### config.mk
export PLATFORM = sky130hd
export DESIGN_NAME = caf_shift_streamer
export DESIGN_NICKNAME = d
export VERILOG_FILES = /design/src/rtl/caf_pkg.sv /design/src/rtl/cpx_sample_ram.sv /design/src/rtl/caf_shift_streamer.sv
export SDC_FILE = /design/constraint.sdc
export NUM_CORES = 1
export LEC_CHECK = 0
export ABC_AREA = 0
export CAP_MARGIN = 20
export CORE_MARGIN = 3
export CORE_UTILIZATION = 40
export CTS_CLUSTER_DIAMETER = 150
export CTS_CLUSTER_SIZE = 20
export DETAILED_ROUTE_END_ITERATION = 8
export GPL_TIMING_DRIVEN = 1
export PLACE_DENSITY_LB_ADDON = 0.15
export SKIP_CTS_REPAIR_TIMING = 1
export SYNTH_ARGS = -nofsm -noshare
export SYNTH_HDL_FRONTEND = slang
export SYNTH_SLANG_ARGS = --single-unit
### constraint.sdc
create_clock -name clk -period 6 [get_ports clk]
set_input_delay 1.8 -clock clk [delete_from_list [all_inputs] [get_ports clk]]
set_output_delay 1.8 -clock clk [all_outputs]
set_load 0.02 [all_outputs]
### src/rtl/caf_pkg.sv
// Shared constants and FSM encoding for the cross-ambiguity-function sample streamer.
package caf_pkg;

  localparam int unsigned CafSampleBits = 12;
  localparam int unsigned CafAddrBits   = 4;

  typedef enum logic [1:0] {
    StIdle,
    StPrime,
    StStream,
    StFinish
  } caf_state_e;

endpackage

### src/rtl/cpx_sample_ram.sv
// Complex-sample RAM: one write port, one enabled read port with 1-cycle registered latency.
module cpx_sample_ram
  import caf_pkg::*;
#(
  parameter int unsigned i_bits    = CafSampleBits,
  parameter int unsigned q_bits    = CafSampleBits,
  parameter int unsigned addr_bits = CafAddrBits
) (
  input  logic                 clk,
  input  logic                 rst,
  input  logic                 wr_en,
  input  logic [addr_bits-1:0] wr_addr,
  input  logic [i_bits-1:0]    wr_i,
  input  logic [q_bits-1:0]    wr_q,
  input  logic                 rd_en,
  input  logic [addr_bits-1:0] rd_addr,
  output logic [i_bits-1:0]    rd_i,
  output logic [q_bits-1:0]    rd_q
);

  localparam int unsigned depth = 2 ** addr_bits;

  logic [i_bits-1:0] mem_i [depth];
  logic [q_bits-1:0] mem_q [depth];

  // Storage is not reset so contents survive an aborted frame.
  always_ff @(posedge clk) begin
    if (wr_en) begin
      mem_i[wr_addr] <= wr_i;
      mem_q[wr_addr] <= wr_q;
    end
  end

  // Read register holds its value while rd_en is low, acting as the output stage.
  always_ff @(posedge clk) begin
    if (rst) begin
      rd_i <= '0;
      rd_q <= '0;
    end else if (rd_en) begin
      rd_i <= mem_i[rd_addr];
      rd_q <= mem_q[rd_addr];
    end
  end

endmodule

### src/rtl/caf_shift_streamer.sv
// Streams (ref[n], rx[n + shift]) pairs from two sample buffers to a dot-product engine.
module caf_shift_streamer
  import caf_pkg::*;
#(
  parameter int unsigned xi_bits             = CafSampleBits,
  parameter int unsigned xq_bits             = CafSampleBits,
  parameter int unsigned yi_bits             = CafSampleBits,
  parameter int unsigned yq_bits             = CafSampleBits,
  parameter int unsigned length              = 5,
  parameter int unsigned length_counter_bits = 3,
  parameter int unsigned buffer_addr_bits    = CafAddrBits
) (
  input  logic                        clk,
  input  logic                        rst,
  input  logic                        ref_wr_en,
  input  logic [buffer_addr_bits-1:0] ref_wr_addr,
  input  logic [xi_bits-1:0]          ref_wr_i,
  input  logic [xq_bits-1:0]          ref_wr_q,
  input  logic                        rx_wr_en,
  input  logic [buffer_addr_bits-1:0] rx_wr_addr,
  input  logic [yi_bits-1:0]          rx_wr_i,
  input  logic [yq_bits-1:0]          rx_wr_q,
  input  logic                        start,
  input  logic [buffer_addr_bits-1:0] shift,
  input  logic                        tready,
  output logic                        m_axis_x_tvalid,
  output logic                        m_axis_y_tvalid,
  output logic [xi_bits-1:0]          xi,
  output logic [xq_bits-1:0]          xq,
  output logic [yi_bits-1:0]          yi,
  output logic [yq_bits-1:0]          yq,
  output logic                        busy,
  output logic                        done
);

  localparam logic [length_counter_bits-1:0] last_n = length_counter_bits'(length - 1);

  caf_state_e                    state_q, state_d;
  logic [length_counter_bits-1:0] n_q, n_d;
  logic [buffer_addr_bits-1:0]    shift_q, shift_d;
  logic                           valid_q, valid_d;
  logic                           rd_en;
  logic [buffer_addr_bits-1:0]    rd_addr_x, rd_addr_y;
  logic                           wr_ok;

  always_ff @(posedge clk) begin
    if (rst) begin
      state_q <= StIdle;
    end else begin
      state_q <= state_d;
    end
  end

  always_ff @(posedge clk) begin
    if (rst) begin
      n_q     <= '0;
      shift_q <= '0;
      valid_q <= 1'b0;
    end else begin
      n_q     <= n_d;
      shift_q <= shift_d;
      valid_q <= valid_d;
    end
  end

  // n_q indexes the pair currently held in the RAM read registers.
  always_comb begin
    state_d = state_q;
    n_d     = n_q;
    shift_d = shift_q;
    valid_d = valid_q;
    rd_en   = 1'b0;
    unique case (state_q)
      StIdle: begin
        if (start) begin
          state_d = StPrime;
          shift_d = shift;
          n_d     = '0;
        end
      end
      StPrime: begin
        rd_en   = 1'b1;
        valid_d = 1'b1;
        state_d = StStream;
      end
      StStream: begin
        if (tready) begin
          if (n_q == last_n) begin
            valid_d = 1'b0;
            state_d = StFinish;
          end else begin
            n_d   = n_q + length_counter_bits'(1);
            rd_en = 1'b1;
          end
        end
      end
      StFinish: state_d = StIdle;
      default:  state_d = StIdle;
    endcase
  end

  always_comb begin
    busy = (state_q == StPrime) || (state_q == StStream);
    done = (state_q == StFinish);
  end

  assign m_axis_x_tvalid = valid_q;
  assign m_axis_y_tvalid = valid_q;

  assign rd_addr_x = buffer_addr_bits'(n_d);
  assign rd_addr_y = rd_addr_x + shift_q;
  assign wr_ok     = !busy && !rst;

  cpx_sample_ram #(
    .i_bits    (xi_bits),
    .q_bits    (xq_bits),
    .addr_bits (buffer_addr_bits)
  ) u_ref_ram (
    .clk     (clk),
    .rst     (rst),
    .wr_en   (ref_wr_en && wr_ok),
    .wr_addr (ref_wr_addr),
    .wr_i    (ref_wr_i),
    .wr_q    (ref_wr_q),
    .rd_en   (rd_en),
    .rd_addr (rd_addr_x),
    .rd_i    (xi),
    .rd_q    (xq)
  );

  cpx_sample_ram #(
    .i_bits    (yi_bits),
    .q_bits    (yq_bits),
    .addr_bits (buffer_addr_bits)
  ) u_rx_ram (
    .clk     (clk),
    .rst     (rst),
    .wr_en   (rx_wr_en && wr_ok),
    .wr_addr (rx_wr_addr),
    .wr_i    (rx_wr_i),
    .wr_q    (rx_wr_q),
    .rd_en   (rd_en),
    .rd_addr (rd_addr_y),
    .rd_i    (yi),
    .rd_q    (yq)
  );

endmodule
# [Yosys cells after proc, flatten, opt, wreduce, memory -nomap -nowiden]
# Memories as Yosys holds them, arrays and structs flattened. A register that Yosys moved wholly into a read port is not among the register bits.
# Index checks and enable logic that the tools add are counted.
[word_totals] ff_bits=10 wordCells=46 memories=4 out_inout_bits=52 inputBits=66 mem_bits_rw=768
[op_classes] addsub=2 reduce_logical=11 mux=18 n_eq_ne=7
[memory_table] name="u_ref_ram.mem_i" depth=16 word_bits=12 read_ports=1 rd_clocked_by_memory_dff=1 wr=1 line="cpx_sample_ram.sv:23" rtl="logic [i_bits-1:0] mem_i [depth];"
[memory_table] name="u_ref_ram.mem_q" depth=16 word_bits=12 read_ports=1 rd_clocked_by_memory_dff=1 wr=1 line="cpx_sample_ram.sv:24" rtl="logic [q_bits-1:0] mem_q [depth];"
[memory_table] name="u_rx_ram.mem_i" depth=16 word_bits=12 read_ports=1 rd_clocked_by_memory_dff=1 wr=1 line="cpx_sample_ram.sv:23"
[memory_table] name="u_rx_ram.mem_q" depth=16 word_bits=12 read_ports=1 rd_clocked_by_memory_dff=1 wr=1 line="cpx_sample_ram.sv:24"
[ops] cell="two-way mux 3 bit" n=3
[ops] cell="two-way mux 1 bit" n=8
[ops] cell="one-hot mux 2 bit (4 select lines)" n=1
[ops] cell="two-way mux 2 bit" n=3
[ops] cell="inequality test 2 bit, second input constant" n=3
[ops] cell="one-hot mux 3 bit (2 select lines)" n=1
[ops] cell="AND reduction 3 bit" n=2
[ops] cell="adder 3 x 4 -> 4 bit" n=1
[ops] cell="== test 2 bit, second input constant" n=2
[ops] cell="one-hot mux 1 bit (2 select lines)" n=2
[ops] cell="adder 3 x 1 -> 3 bit, second input constant" n=1
[ops] cell="== test 3 bit, second input constant" n=1
[ops] cell="logical AND 1 bit" n=3
[ops] cell="== test 2 x 1 -> 1 bit, second input constant" n=1
[ops] cell="zero test 1 bit" n=2
[ops] cell="zero test 2 bit" n=1
[ops] cell="AND reduction 2 bit" n=1
[ops] cell="nonzero test 2 bit" n=1
[ops] cell="logical OR 1 bit" n=1

# [Depth between registers and ports, before layout]
[logic_depth] depth_word=7 mapped_depth=19 mapped_depth_nobuf=13

# [Modules after synthesis]
# A second synthesis with hierarchy kept.
[unflattened] cells_unflattened=1873 hier_area_um2=32059.5
[by_module_without_submodules] module="cpx_sample_ram" seq_area_each_um2=12011.5 n_inst=2 area_per_inst_um2=15662.5 cells_each=894
[by_module_without_submodules] module="caf_shift_streamer" seq_area_each_um2=200.2 n_inst=1 area_per_inst_um2=734.5 cells_each=85

# [Worst setup path after synthesis]
# Ideal clock, no wire load.
[synth_timing] kind="input -> register" from="in tready" to="reg u_rx_ram.rd_q[3], read port of u_rx_ram.mem_q" required_ns=5.883 n_path_buf=5 stages=16 arrival_time_ns=4.857 slack_ns=1.025 setup_ns=0.117 cell_sequence="buf_4 -> a21boi_2 -> mux2_4 -> nor2_8 -> buf_12 -> inv_1 -> ha_1 -> inv_1 -> fa_1 -> buf_2 -> clkbuf_1 -> buf_1 -> mux4_2 -> nand2_1 -> nand3_1 -> a32o_1"
[synth_via] elab_chain_len=3 elab_cells_between_ends=5 cone_classes="add/sub: 1; mux: 4"
[synth_rtl] element="from (decl)" line="caf_shift_streamer.sv:25" rtl="input logic tready,"
[synth_rtl] element="two-way mux 3 bit" line="caf_shift_streamer.sv:87" rtl="if (tready) begin"
[synth_rtl] element="one-hot mux 3 bit (2 select lines)" line="caf_shift_streamer.sv:73" rtl="unique case (state_q)"
[synth_rtl] element="via n_d[0]" line="caf_shift_streamer.sv:39" rtl="logic [length_counter_bits-1:0] n_q, n_d;"
[synth_rtl] element="adder 3 x 4 -> 4 bit" line="caf_shift_streamer.sv:111" rtl="assign rd_addr_y = rd_addr_x + shift_q;"
[synth_rtl] element="to (decl)" line="cpx_sample_ram.sv:18" rtl="output logic [q_bits-1:0] rd_q"
# The timed path passes the listed nets, and every way through them passes these cells.
# A chain may end at the register's enable or synchronous reset.

# [Worst setup path after layout]
[layout_timing] from="in start" to="reg u_rx_ram.rd_q[1], read port of u_rx_ram.mem_q"
[layout_via] elab_chain_len=3
[layout_rtl] element="from (decl)" line="caf_shift_streamer.sv:23" rtl="input logic start,"
[layout_rtl] element="two-way mux 3 bit" line="caf_shift_streamer.sv:75" rtl="if (start) begin"
[layout_rtl] element="one-hot mux 3 bit (2 select lines)" line="caf_shift_streamer.sv:73"
[layout_rtl] element="via n_d[0]" line="caf_shift_streamer.sv:39"
[layout_rtl] element="adder 3 x 4 -> 4 bit" line="caf_shift_streamer.sv:111"
# The timed path passes the listed nets, and every way through them passes these cells.

==> results.json <==
{
  "outcome": "complete, no violations",
  "worst_pin_slew_ns": 1.10,
  "max_freq_mhz": 202,
  "num_rows": 90,
  "clock-root-buffer": "clkbuf_16",
  "grt_max_degree": 73,
  "relSlewSlack_pct": 26.7,
  "max_cap_violations": 0,
  "crit_type": "input port to flip-flop",
  "die_h_um": 255,
  "drt_first_pass_iters": 5,
  "vias": 13000,
  "rsz0062_at_grt": "false",
  "dr.first_iter.drc_count": 1041,
  "cp.arrival_ns": 5.41,
  "grt_pass1_wl_mm": 88.1,
  "antenna_found_initial": 4,
  "power_mw": 10.1,
  "synth_cell_types": 47,
  "stdcell_count": 2400,
  "io_pins": 118,
  "cp_cell_sequence": "clkdlybuf4s50_1 > mux2i_4 > and2_1 > nor2_8 > inv_1 > ha_4 > inv_1 > fa_4 > buf_12 > mux4_2 > nand2_1 > nand3_1 > a32o_1",
  "areaGrowthSynthToFinish_pct": 15.0,
  "dp_hpwl_mm": 32.2,
  "yosysWarnings": 0,
  "dpl-instance-area_um2": 27500,
  "leakagePower_nw": 9.40,
  "drive_gt1_share_pct": 17.4,
  "routed_wirelength_mm": 59.5,
  "final_common_cell": "edfxtp_1",
  "synth_fa_ha_area_share_pct": 0.584,
  "drv_slew": 0,
  "clk_latency_ns": 0.57,
  "start_kind": "input port",
  "syn_area_um2": 24900,
  "drc": 0,
  "die-area_um2": 65200,
  "muxShareOfSynthArea_pct": 11.2,
  "finalSetupTns_ns": 0,
  "stdcell_area_um2": 28600,
  "synth_top_family_by_area": "multiplexers",
  "final_nets": 1619,
  "cts.clk_slew.worst_paths_ns": 0.08,
  "fill_cells": 5182,
  "synth-simple-area-share_pct": 5.30,
  "cpPeakStageDelay_ns": 1.11,
  "finClkSkew_ns": 0.0206,
  "setup_viol": 0,
  "hold_path.class": "flip-flop to flip-flop",
  "critPathLaunch": "start",
  "reg2reg_from": "state_q[0]$_SDFFE_PP0P_",
  "portBuffers": 117,
  "die_w_um": 255,
  "crit_top_cell": "inv_1",
  "grt-ovfl-total": 0,
  "synthXorXnorAreaFrac_pct": 0.141,
  "synth_seq_cells": 634,
  "synth_compound_area_share_pct": 5.45,
  "gp_congestion": 0.708,
  "hold_viol": 0,
  "postSynthCellCount": 1410,
  "ant_nets": 0,
  "placed_cells_incl_taps": 2331,
  "synth_nets": 1487,
  "clockBufferDepth": 3,
  "required_ns": 6.45,
  "grt_pass1_vias": 13200,
  "yosysSeqAreaShare_pct": 74.2,
  "cts_made_buffers": 37,
  "crit_fanout": 32,
  "most-common-layout-cells": "edfxtp_1 (576), nand2_1 (132), clkdlybuf4s50_1 (117), mux4_2 (116), inv_1 (104)",
  "syn_avg_cell_area_um2": 17.6,
  "power.density_nw_per_um2": 352,
  "peakVddDrop_v": 0.000224,
  "htree_levels": 2,
  "initial_utilization_pct": 40.8,
  "period_minus_slack_ns": 4.96,
  "routedWlPerCell_um": 24.8,
  "cts_sinks": 634,
  "grtUsageTotal_pct": 18.1,
  "critPathSlowestCell": "fa_4",
  "fin_crit_sh_pct": 82.6,
  "worstHoldStart": "u_ref_ram.rd_i[8]$_SDFFE_PP0P_",
  "via_per_inst": 5.42,
  "core-area_um2": 60900,
  "cts_tree": "yes",
  "end_kind": "flip-flop"
}
-- layer usage --
metal,global-route usage (%),part of all wire [%],vias up
li1,-,-,5752
met1,23.0,41,6865
met2,32.6,52,305
met3,2.64,4.7,79
met4,4.65,2.2,0
met5,0,0,-
-- synth_stat cells, drive strengths merged --
cell     number  share of area (%)
and3         24               0.60
xor2          2              0.070
nand3        77                1.6
mux4        120                 11
o21ai        24               0.48
a211oi        1              0.050
dfxtp        58                4.7
o2111ai      24                1.3
inv         105                1.6
nor2b         3              0.076
a2111o        1              0.045
a22o          1              0.035
mux2i         2               0.15
o211ai       24               0.72
a21oi        10               0.20
nor3          9               0.18
nand2       133                2.0
nand4         2              0.050
nand2b        6               0.15
a31oi         2              0.050
nor4b         1              0.035
a31o          1              0.035
ha           10               0.50
a32o         24               0.97
or3           1              0.025
nand4b        2              0.070
mux2          2               0.11
fa            1              0.081
edfxtp      576                 70
clkbuf       57               0.86
a21o         26               0.79
a21boi       25               0.77
buf          23               0.65
and2          2              0.050
nor2         29               0.50
xnor2         2              0.070
-- critical path: cells and delay by family --
family	cells	cell delay (ns)
mux	2	0.59
buf+inv	4	0.95
compound gates	1	0.28
simple gates	4	0.50
fa+ha+maj	2	1.24
-- flip-flops by register name, summed over array words and instances, names as in the netlist --
signal,cells
n_q,3
m_axis_x_tvalid,1
shift_q,4
u_rx_ram.mem_i,192
u_rx_ram.mem_q,192
u_ref_ram.rd_i,12
state_q,2
u_ref_ram.rd_q,12
u_rx_ram.rd_q,12
u_rx_ram.rd_i,12
u_ref_ram.mem_i,96
u_ref_ram.mem_q,96
-- logic make-up (layout without fill, tap and decap cells) --
family / Yosys count / after routing
buffers and inverters: 185 / 342
AND/OR/NAND/NOR: 289 / 289
AO/OA/AOI/OAI: 163 / 163
adder cells (fa/ha/maj): 11 / 11
multiplexers: 124 / 124
other: 0 / 5
XOR/XNOR: 4 / 4
flip-flops: 634 / 634
-- final timing paths --
check,end,cells after the start,slack (ns)
setup reg to reg,u_rx_ram.rd_q[1]$_SDFFE_PP0P_,14,1.87
hold / removal,u_ref_ram.rd_i[8]$_SDFFE_PP0P_,2,0.47
setup / recovery,u_rx_ram.rd_q[1]$_SDFFE_PP0P_,13,1.04
hold reg to reg,u_ref_ram.rd_i[8]$_SDFFE_PP0P_,2,0.47
-- final cells by class --
type	count	area [um2]	share of cell area [%]
flip-flops and latches	634	18500	64.6
multi-input cells	591	5880	20.6
repair buffers	173	1730	6.05
clock buffers	62	1060	3.72
well taps	828	1040	3.62
inverters	105	394	1.38
clock inverters	2	17.5	0.0613
diodes	5	12.5	0.0438
-- stage by stage --
stage          setup slack [ns]  util, %  hold slack (ns)
2_1_floorplan              1.03        -            0.441
3_3_place_gp              0.494     45.1            0.457
3_5_place_dp              0.454     45.1            0.456
4_1_cts                    1.06     46.9            0.477
5_1_grt                   0.840     46.9            0.499
6_report                   1.04     46.9            0.473
-- report_power, final --
part           switching [mW]  internal [mW]
logic                    1.27           1.12
registers               0.101           4.97
clock network            1.38           1.22
Power figures use the tool's default switching activity.
